[src/rtl/mmio_led_pkg.sv]
// Shared register map, control-bit positions and bus FSM encoding for the
// memory-mapped PWM LED controller.
package mmio_led_pkg;

  localparam int WINDOW_BYTES = 32;
  localparam int OFF_W        = $clog2(WINDOW_BYTES);

  localparam logic [OFF_W-1:0] DUTY_BASE  = 5'h00;
  localparam logic [OFF_W-1:0] CTRL_OFF   = 5'h10;
  localparam logic [OFF_W-1:0] BLINK_OFF  = 5'h11;
  localparam logic [OFF_W-1:0] STATUS_OFF = 5'h12;

  localparam int EN_BIT       = 0;
  localparam int BLINK_EN_BIT = 1;

  typedef enum logic {
    BUS_IDLE,
    BUS_ACK
  } bus_state_e;

endpackage

[src/rtl/led_pwm_timebase.sv]
// Free-running PWM timebase: prescaler, PWM counter with period_end strobe,
// and the blink counter that toggles the blink phase every blink_period periods.
module led_pwm_timebase #(
  parameter int PWM_BITS = 8,
  parameter int PRESCALE = 4
) (
  input  logic                clock,
  input  logic                reset_n,
  input  logic                blink_en,
  input  logic [7:0]          blink_period,
  input  logic                period_clr,
  output logic [PWM_BITS-1:0] pwm_cnt,
  output logic                period_end,
  output logic                phase
);

  localparam int              PSC_W    = (PRESCALE > 1) ? $clog2(PRESCALE) : 1;
  localparam logic [PSC_W-1:0] PSC_LAST = PSC_W'(PRESCALE - 1);

  logic [PSC_W-1:0]    psc_q, psc_d;
  logic [PWM_BITS-1:0] pwm_q, pwm_d;
  logic [7:0]          blink_cnt_q, blink_cnt_d;
  logic                phase_q, phase_d;
  logic                tick;

  // NOTE: every signal assigned here gets a default first, so no path leaves a value held and no latch is inferred.
  always_comb begin
    tick        = (psc_q == PSC_LAST);
    psc_d       = tick ? '0 : psc_q + 1'b1;
    pwm_d       = tick ? pwm_q + 1'b1 : pwm_q;
    period_end  = tick && (pwm_q == '1);
    blink_cnt_d = blink_cnt_q;
    phase_d     = phase_q;

    if (!blink_en || (blink_period == 8'd0)) begin
      blink_cnt_d = 8'd0;
      phase_d     = 1'b1;
    end else if (period_clr) begin
      blink_cnt_d = 8'd0;
    end else if (period_end) begin
      // >= rather than == so a shortened period can never overrun past its end.
      if (blink_cnt_q >= blink_period - 8'd1) begin
        blink_cnt_d = 8'd0;
        phase_d     = ~phase_q;
      end else begin
        blink_cnt_d = blink_cnt_q + 8'd1;
      end
    end
  end

  // NOTE: state registers use non-blocking assignments so every flop samples pre-edge values.
  always_ff @(posedge clock or negedge reset_n) begin
    if (!reset_n) begin
      psc_q       <= '0;
      pwm_q       <= '0;
      blink_cnt_q <= 8'd0;
      phase_q     <= 1'b1;
    end else begin
      psc_q       <= psc_d;
      pwm_q       <= pwm_d;
      blink_cnt_q <= blink_cnt_d;
      phase_q     <= phase_d;
    end
  end

  assign pwm_cnt = pwm_q;
  assign phase   = phase_q;

endmodule

[src/rtl/mmio_pwm_led.sv]
// Memory-mapped LED controller: per-channel PWM duty, global enable, hardware
// blink and readback on the byte-wide MMIO bus, driving the LED pins directly.
module mmio_pwm_led
  import mmio_led_pkg::*;
#(
  parameter int          NUM_CH     = 6,
  parameter logic [15:0] BASE_ADDR  = 16'hF000,
  parameter int          PWM_BITS   = 8,
  parameter int          PRESCALE   = 4,
  parameter bit          ACTIVE_LOW = 1'b1
) (
  input  logic              clock,
  input  logic              reset_n,
  input  logic [15:0]       mmio_addr,
  input  logic [7:0]        mmio_data,
  input  logic              mmio_we,
  input  logic              mmio_req,
  output logic              mmio_done,
  output logic [7:0]        mmio_rdata,
  output logic [NUM_CH-1:0] led
);

  // Reset asserts immediately but releases two clocks later, aligned to the clock.
  logic [1:0] rst_sync_q;
  logic       rst_n;

  always_ff @(posedge clock or negedge reset_n) begin
    if (!reset_n) rst_sync_q <= 2'b00;
    else          rst_sync_q <= {rst_sync_q[0], 1'b1};
  end

  assign rst_n = rst_sync_q[1];

  logic [PWM_BITS-1:0] duty_q [NUM_CH];
  logic [1:0]          ctrl_q;
  logic [7:0]          blink_period_q;
  logic [7:0]          rdata_q;
  logic [NUM_CH-1:0]   led_q;
  logic [NUM_CH-1:0]   on;
  bus_state_e          state_q, state_d;

  logic [OFF_W-1:0]    offset;
  logic                hit, accept, wr_acc, period_clr;
  logic [7:0]          rd_val;
  logic [PWM_BITS-1:0] pwm_cnt;
  logic                period_end, phase;

  assign offset     = mmio_addr[OFF_W-1:0];
  assign hit        = (mmio_addr[15:OFF_W] == BASE_ADDR[15:OFF_W]);
  assign accept     = mmio_req && hit && (state_q == BUS_IDLE);
  assign wr_acc     = accept && mmio_we;
  assign period_clr = wr_acc && (offset == BLINK_OFF);

  led_pwm_timebase #(
    .PWM_BITS (PWM_BITS),
    .PRESCALE (PRESCALE)
  ) u_timebase (
    .clock        (clock),
    .reset_n      (rst_n),
    .blink_en     (ctrl_q[BLINK_EN_BIT]),
    .blink_period (blink_period_q),
    .period_clr   (period_clr),
    .pwm_cnt      (pwm_cnt),
    .period_end   (period_end),
    .phase        (phase)
  );

  // Bus FSM: state register, next state, outputs.
  always_ff @(posedge clock or negedge rst_n) begin
    if (!rst_n) state_q <= BUS_IDLE;
    else        state_q <= state_d;
  end

  always_comb begin
    state_d = BUS_IDLE;
    if (state_q == BUS_IDLE && accept) state_d = BUS_ACK;
  end

  always_comb begin
    mmio_done = (state_q == BUS_ACK);
  end

  // NOTE: the duty bank is a small flop array that must read 0 after reset, so it sits in the reset branch; a RAM-style array could not.
  always_ff @(posedge clock or negedge rst_n) begin
    if (!rst_n) begin
      for (int i = 0; i < NUM_CH; i++) duty_q[i] <= '0;
      ctrl_q         <= 2'b01;
      blink_period_q <= 8'd0;
    end else if (wr_acc) begin
      for (int i = 0; i < NUM_CH; i++) begin
        if (offset == DUTY_BASE + OFF_W'(i)) duty_q[i] <= PWM_BITS'(mmio_data);
      end
      if (offset == CTRL_OFF)  ctrl_q         <= mmio_data[1:0];
      if (offset == BLINK_OFF) blink_period_q <= mmio_data;
    end
  end

  always_comb begin
    rd_val = 8'd0;
    case (offset)
      CTRL_OFF:   rd_val = {6'd0, ctrl_q};
      BLINK_OFF:  rd_val = blink_period_q;
      STATUS_OFF: rd_val = {7'd0, phase};
      default: begin
        for (int i = 0; i < NUM_CH; i++) begin
          if (offset == DUTY_BASE + OFF_W'(i)) rd_val = 8'(duty_q[i]);
        end
      end
    endcase
  end

  // Read data lives only in the acknowledge cycle and is 0 otherwise.
  always_ff @(posedge clock or negedge rst_n) begin
    if (!rst_n)                  rdata_q <= 8'd0;
    else if (accept && !mmio_we) rdata_q <= rd_val;
    else                         rdata_q <= 8'd0;
  end

  // All-ones duty is forced fully on so there is no 1/2^PWM_BITS dark slot.
  always_comb begin
    on = '0;
    for (int ch = 0; ch < NUM_CH; ch++) begin
      on[ch] = ctrl_q[EN_BIT] && phase &&
               ((duty_q[ch] == '1) || (pwm_cnt < duty_q[ch]));
    end
  end

  always_ff @(posedge clock or negedge rst_n) begin
    if (!rst_n) led_q <= {NUM_CH{ACTIVE_LOW}};
    else        led_q <= on ^ {NUM_CH{ACTIVE_LOW}};
  end

  assign mmio_rdata = rdata_q;
  assign led        = led_q;

endmodule
[config.mk]
export PLATFORM = sky130hd
export DESIGN_NAME = mmio_pwm_led
export DESIGN_NICKNAME = d
export VERILOG_FILES = /design/src/rtl/mmio_led_pkg.sv /design/src/rtl/led_pwm_timebase.sv /design/src/rtl/mmio_pwm_led.sv
export SDC_FILE = /design/constraint.sdc
export NUM_CORES = 1
export LEC_CHECK = 0
export ABC_CLOCK_PERIOD_IN_PS = 3460
export CORE_UTILIZATION = 35
export CTS_BUF_LIST = sky130_fd_sc_hd__clkbuf_8
export CTS_CLUSTER_SIZE = 24
export DETAILED_ROUTE_END_ITERATION = 8
export GPL_ROUTABILITY_DRIVEN = 0
export HOLD_SLACK_MARGIN = 0.03
export SETUP_SLACK_MARGIN = 0.5
export SYNTH_ARGS = -nofsm -noshare
export SYNTH_HDL_FRONTEND = slang
export SYNTH_SLANG_ARGS = --single-unit
[constraint.sdc]
create_clock -name clock -period 3.46 [get_ports clock]
set_input_delay 0.519 -clock clock [delete_from_list [all_inputs] [get_ports clock]]
set_output_delay 0.519 -clock clock [all_outputs]
set_load 0.01 [all_outputs]
==> flow_metrics.tcl, run 1 <==
set metrics [dict create \
    path_max_fanout 13 \
    comb_power_share_pct 5.7 \
    worstPathRequired_ns 3.77 \
    grt_pass1_wl_mm 25.2 \
    vias_per_cell 5.47 \
    postCtsSetupRepairBufs 0 \
    ys_ff_latch 94 \
    synthArstFlopShare_pct 100 \
    path_buf_inv 1 \
    p_clk_share_pct 41.6 \
    irDropWorstVdd_mv 0.210 \
    vias 4607 \
    maxSlewViolCount 0 \
    antenna_found_initial 0 \
    drtAntennaViolNets 0 \
    cts_sinks 94 \
    cts_buffers 9 \
    clk_pin_slew_ns 0.09 \
    fillers 1507 \
    mostFrequentLayoutCell "dfrtp_1" \
    die_w_um 128 \
    p_per_area_nw_per_um2 323 \
    grtUsageTotal_pct 20.6 \
    synth_ff_type "dfrtp_1" \
    die_area_um2 16400 \
    cp_slowest_cell "or4_1" \
    synth_area_um2 5570 \
    max_cap_viol_count 0 \
    io_pins 43 \
    antenna_cells 0 \
    first_global_vias 4603 \
    fin_crit_sh_pct 75.9 \
    overflow 0 \
    finalHoldViolations 0 \
    rows 45 \
    min_period_ns 2.63 \
    synth_nets 665 \
    dpl_worst_slack_ns 0.659 \
    start_kind "flip-flop" \
    leakagePower_uw 0.00306 \
    clockBufferDepth 2 \
    critical_path_depth 10 \
    dr.pass1.iters 5 \
    synth_area_leaders "dfrtp_1, ha_1, o21ai_0" \
    synth_top_area_share_pct 38.6 \
    core_area_um2 15400 \
    p_sw_uw 499 \
    crit_type "reg -> reg" \
    status "complete, no violations" \
    layout_setup_ws_ns 0.833 \
    cts.htree.levels 3 \
    dp_hpwl_mm 11.6 \
    setup_violations 0 \
    clock_latency_ns 0.40 \
    hold_path_class "reg -> async" \
    crit_path_end_kind "flip-flop" \
    die_h_um 128 \
    p_int_uw 1600 \
    yosys_warnings 0 \
    cts_root_buf "clkbuf_8" \
    rsz0062_at_grt "no" \
    critical-path-top-delay-family "simple AND/OR/NAND/NOR gates" \
    synth-edff-count 0 \
    p_seq_share_pct 52.8 \
    layout.nets 710 \
    reg2regPathDepth 10 \
    drive_above_1_share_pct 10.3 \
    rr_startpoint "blink_period_q[5]" \
    path_cells "or4_1 > nor4_2 > xnor2_1 > ha_1 > nand4_1 > nor2_1 > a211oi_1 > buf_4 > o31a_1 > o21ai_0" \
    seq_area_frac_synth_pct 42.4 \
    start_util_pct 36.3 \
    drtIter0Drc 410 \
    mostFrequentLayoutCells "dfrtp_1, nand2_1, o21ai_0" \
    routed_wl_mm 15.8 \
    synth_cells 582 \
    finClkSkew_ns 0.0168 \
    routedWlPerCell_um 18.7 \
    grt_max_degree 34 \
    crit_path_start "blink_period_q[5]" \
    crit_arrival_ns 2.93 \
    tritoncts "yes" \
    tightest_slew_ns 0.599 \
    port-buffer-count 42 \
    avgSynthCellArea_um2 9.58 \
    syn2layout_area_growth_pct 16.3 \
    switching_share_pct 23.8 \
    fin_tns_setup_ns 0 \
    synthDistinctLibCells 55 \
    holdWs_ns 0.260 \
    yosysTopAreaCell "dfrtp_1" \
    maxSlewHeadroom_pct 60.0 \
    fmax_mhz 381 \
    drc 0 \
    max_stage_delay_ns 0.61 \
]
[worst reg2reg max path, delay by kind of cell (launching register included)]
kind | cells | cell delay, ns
xor+xnor | 1 | 0.11
buf+inv | 1 | 0.18
fa+ha+maj | 1 | 0.31
simple gates | 4 | 1.01
flops | 1 | 0.44
compound gates | 3 | 0.49
[path summary, 6_finish.rpt]
path | endpoint | slack, ns
max | u_timebase.phase | 0.83
min | u_timebase.pwm_cnt[7] | 0.26
max reg2reg | u_timebase.phase | 0.83
min reg2reg | u_timebase.pwm_cnt[7] | 0.26
max in group asynchronous | u_timebase.phase | 2.37
min in group clock | rst_sync_q[1] | 0.36
[through the flow]
| stage | utilization [%] | std cells | cell area (um2) | power (uW) |
|---|---|---|---|---|
| final | 42.2 | 843 | 6480 | 2100 |
| after floorplan | - | 582 | 5570 | 1180 |
| after detailed placement | 40.6 | 827 | 6240 | 1250 |
| after global placement | 40.6 | 827 | 6240 | 1240 |
| after global routing | 42.2 | 843 | 6480 | 2170 |
| after CTS | 42.1 | 843 | 6480 | 2130 |
[state kept, by name, summed over array words and instances, names as in the netlist]
name,cells
ctrl_q,2
duty_q,48
blink_period_q,8
u_timebase.psc_q,2
u_timebase.phase,1
u_timebase.pwm_cnt,8
mmio_done,1
u_timebase.blink_cnt_q,8
led,6
rst_sync_q,2
mmio_rdata,8
[area by class of cell]
class	count	area, um2	share of cell area, %
Timing Repair Buffer	51	488	7.52
Clock buffer	11	151	2.33
Multi-Input combinational cell	422	2950	45.4
Tap cell	211	264	4.07
Clock inverter	5	86.3	1.33
Sequential cell	94	2370	36.5
Inverter	49	184	2.84
[Yosys cell counts, types with 2 or more instances]
master,number
a2111oi_0,2
a211oi_1,16
a21o_1,12
a21oi_1,16
a221oi_1,2
a222oi_1,3
a31oi_1,4
and2_1,7
and3_1,3
and4_1,4
buf_2,11
clkbuf_1,4
dfrtp_1,86
dfstp_2,8
ha_1,55
inv_1,49
mux2_2,16
mux2i_1,5
nand2_1,84
nand2b_1,7
nand3_1,11
nand3b_1,2
nand4_1,16
nor2_1,19
nor2_2,4
nor2b_1,2
nor3_1,7
nor4_1,5
nor4b_1,2
o2111ai_1,6
o21a_1,6
o21ai_0,63
o22ai_1,12
xnor2_1,9
xor2_1,4
[what timing repair did]
item	4_1_cts	5_1_grt
resized for setup	0	1
endpoints found under the setup margin	0	1
hold buffers	0	0
endpoints found under the hold margin	0	0
[layer usage]
metal	track usage, %	vias up	routed length [um]	part of all wire (%)
li1	-	2179	-	-
met2	30.1	152	6770	43
met5	0	-	0	0
met1	28.5	2251	7550	48
met3	6.68	25	1100	7.0
met4	6.44	0	362	2.3
[logic make-up (layout without fill, tap and decap cells)]
| kind of cell | Yosys count | after routing | share of synthesized area (%) |
|---|---|---|---|
| xor+xnor | 13 | 13 | 2.04 |
| compound gates | 147 | 147 | 16.4 |
| fa+ha+maj | 55 | 55 | 12.3 |
| flops | 94 | 94 | 42.4 |
| mux | 22 | 22 | 4.53 |
| simple gates | 184 | 184 | 17.4 |
| buf+inv | 66 | 116 | 4.89 |
| other cells | 1 | 1 | 0.0673 |
[power by group through the flow]
stage	Sequential, uW	Combinational [uW]	Clock [uW]
final	1110	119	872
after detailed placement	1130	118	0
after global placement	1130	116	0
after floorplan	1140	40.7	0
after CTS	1110	118	901
after global routing	1110	127	935
Power figures use the tool's default switching activity.
==> run 2, diff against run 1 <==
- ABC_CLOCK_PERIOD_IN_PS: 3460 -> 2710
- clock period: 3.46 -> 2.71 ns (I/O delays scaled with it)
==> run 2 against run 1 <==
Utilization up 1.3 points; wire length up 1.1%; hold slack worse by 0.084 ns; design area up 3.0%; sequential share of layout area down 1.0 points; combinational power up 30%; largest cell class unchanged.
==> flow_metrics.tcl, run 2 (synthesized netlist as in run 1, its figures left out) <==
set metrics [dict create \
    dr.max_layer_used "met4" \
    vias 4710 \
    start_kind "flip-flop" \
    cts.htree.levels 3 \
    layout.nets 728 \
    clockBufferDepth 2 \
    tightest_slew_ns 0.620 \
    mostFrequentLayoutCells "nand2_1, dfrtp_1, o21ai_0" \
    grt_pass1_wl_mm 25.3 \
    max_cap_viol_count 0 \
    drtAntennaViolNets 0 \
    core_area_um2 15400 \
    antenna_found_initial 0 \
    fin_crit_sh_pct 91.7 \
    setup_violations 0 \
    vias_per_cell 5.47 \
    mostFrequentLayoutCell "nand2_1" \
    cts_buffers 9 \
    r2r_slack_ns 0.23 \
    io_pins 43 \
    clk_pin_slew_ns 0.09 \
    clock_latency_ns 0.39 \
    path_max_fanout 7 \
    die_h_um 128 \
    start_util_pct 36.3 \
    hold_path_class "in -> async" \
    finalHoldViolations 0 \
    crit_arrival_ns 2.80 \
    grtUsageTotal_pct 20.7 \
    layout_setup_ws_ns 0.225 \
    routed_wl_mm 16.0 \
    tritoncts "yes" \
    met2WireLength_mm 7.15 \
    drc 0 \
    dr_wl_met3_mm 1.04 \
    min_period_ns 2.48 \
    p_per_area_nw_per_um2 407 \
    rsz0062_at_grt "yes" \
    grt_max_degree 49 \
    dr.pass1.iters 7 \
    hold_buffers 0 \
    cts_sinks 94 \
    final_cells 861 \
    die_w_um 128 \
    total_power_uw 2720 \
    die_area_um2 16400 \
    drive_above_1_share_pct 14.3 \
    first_global_vias 4739 \
    status "complete, no violations" \
    met1_length_mm 7.33 \
    port-buffer-count 42 \
    maxSlewViolCount 0 \
    largest_reg_flops 48 \
    drtIter0Drc 371 \
    holdWs_ns 0.176 \
    crit_type "reg -> reg" \
    worstPathRequired_ns 3.02 \
    leakagePower_uw 0.00316 \
    finClkSkew_ns 0.0197 \
    dp_cells 841 \
    rows 45 \
    routedWlPerCell_um 18.5 \
    dpl_worst_slack_ns 0.198 \
    cts_root_buf "clkbuf_8" \
    syn2layout_area_growth_pct 19.8 \
    top_register "duty_q" \
    maxSlewHeadroom_pct 58.6 \
    irDropWorstVdd_mv 0.306 \
    overflow 0 \
    fmax_mhz 402 \
    antenna_cells 0 \
    dp_hpwl_mm 11.8 \
    fin_tns_setup_ns 0 \
    crit_path_end_kind "flip-flop" \
]
-- run 2: area by class of cell --
type,count,area [um2]
flip-flops and latches,94,2370
clock inverters,7,121
fillers,1478,8690
well taps,211,264
repair buffers,69,639
inverters,49,184
multi-input cells,422,2980
clock buffers,9,124
-- run 2: worst paths after layout --
path,end,startpoint,cells past startpoint
min in group clock,rst_sync_q[1],rst_sync_q[0],0
max in group asynchronous,u_timebase.phase,rst_sync_q[1],1
worst min register to register,duty_q[4],rst_sync_q[1],0
worst max register to register,u_timebase.blink_cnt_q[2],blink_period_q[3],10
worst min-delay path,rst_sync_q[1],reset_n,1
worst max-delay path,u_timebase.blink_cnt_q[2],blink_period_q[3],10
-- run 2: routing by layer --
| metal | up-vias | global-route usage (%) |
|---|---|---|
| li1 | 2210 | - |
| met5 | - | 0 |
| met1 | 2306 | 27.5 |
| met4 | 0 | 8.65 |
| met3 | 29 | 4.80 |
| met2 | 165 | 32.1 |
-- run 2: power by group --
part / internal, uW / switching [uW]
registers: 1400 / 13.5
clock network: 617 / 528
logic: 64.9 / 90.4
-- run 2: worst max-delay path, cell delays in order, from the launching register on --
cell and delay [ns]:
dfrtp_1 0.42, or4_4 0.57, nor4_4 0.16, xnor2_1 0.15
ha_1 0.26, nand4_1 0.10, nor2_1 0.05, a211oi_2 0.24
buf_6 0.17, nand4b_1 0.10, a31oi_1 0.17
-- run 2: through the flow --
stage | instance area [um2] | util [%]
after CTS | 6660 | 43.3
after floorplan | 5600 | -
after global placement | 6380 | 41.5
after global routing | 6680 | 43.5
after detailed placement | 6380 | 41.5
final | 6680 | 43.5
-- run 2: timing repair --
| action | 4_1_cts | 5_1_grt |
|---|---|---|
| gates resized for setup | 5 | 7 |
| cloned | 1 | 0 |
| pin swaps | 9 | 4 |
| setup endpoints to repair | 9 | 9 |
| buffers inserted | 2 | 1 |
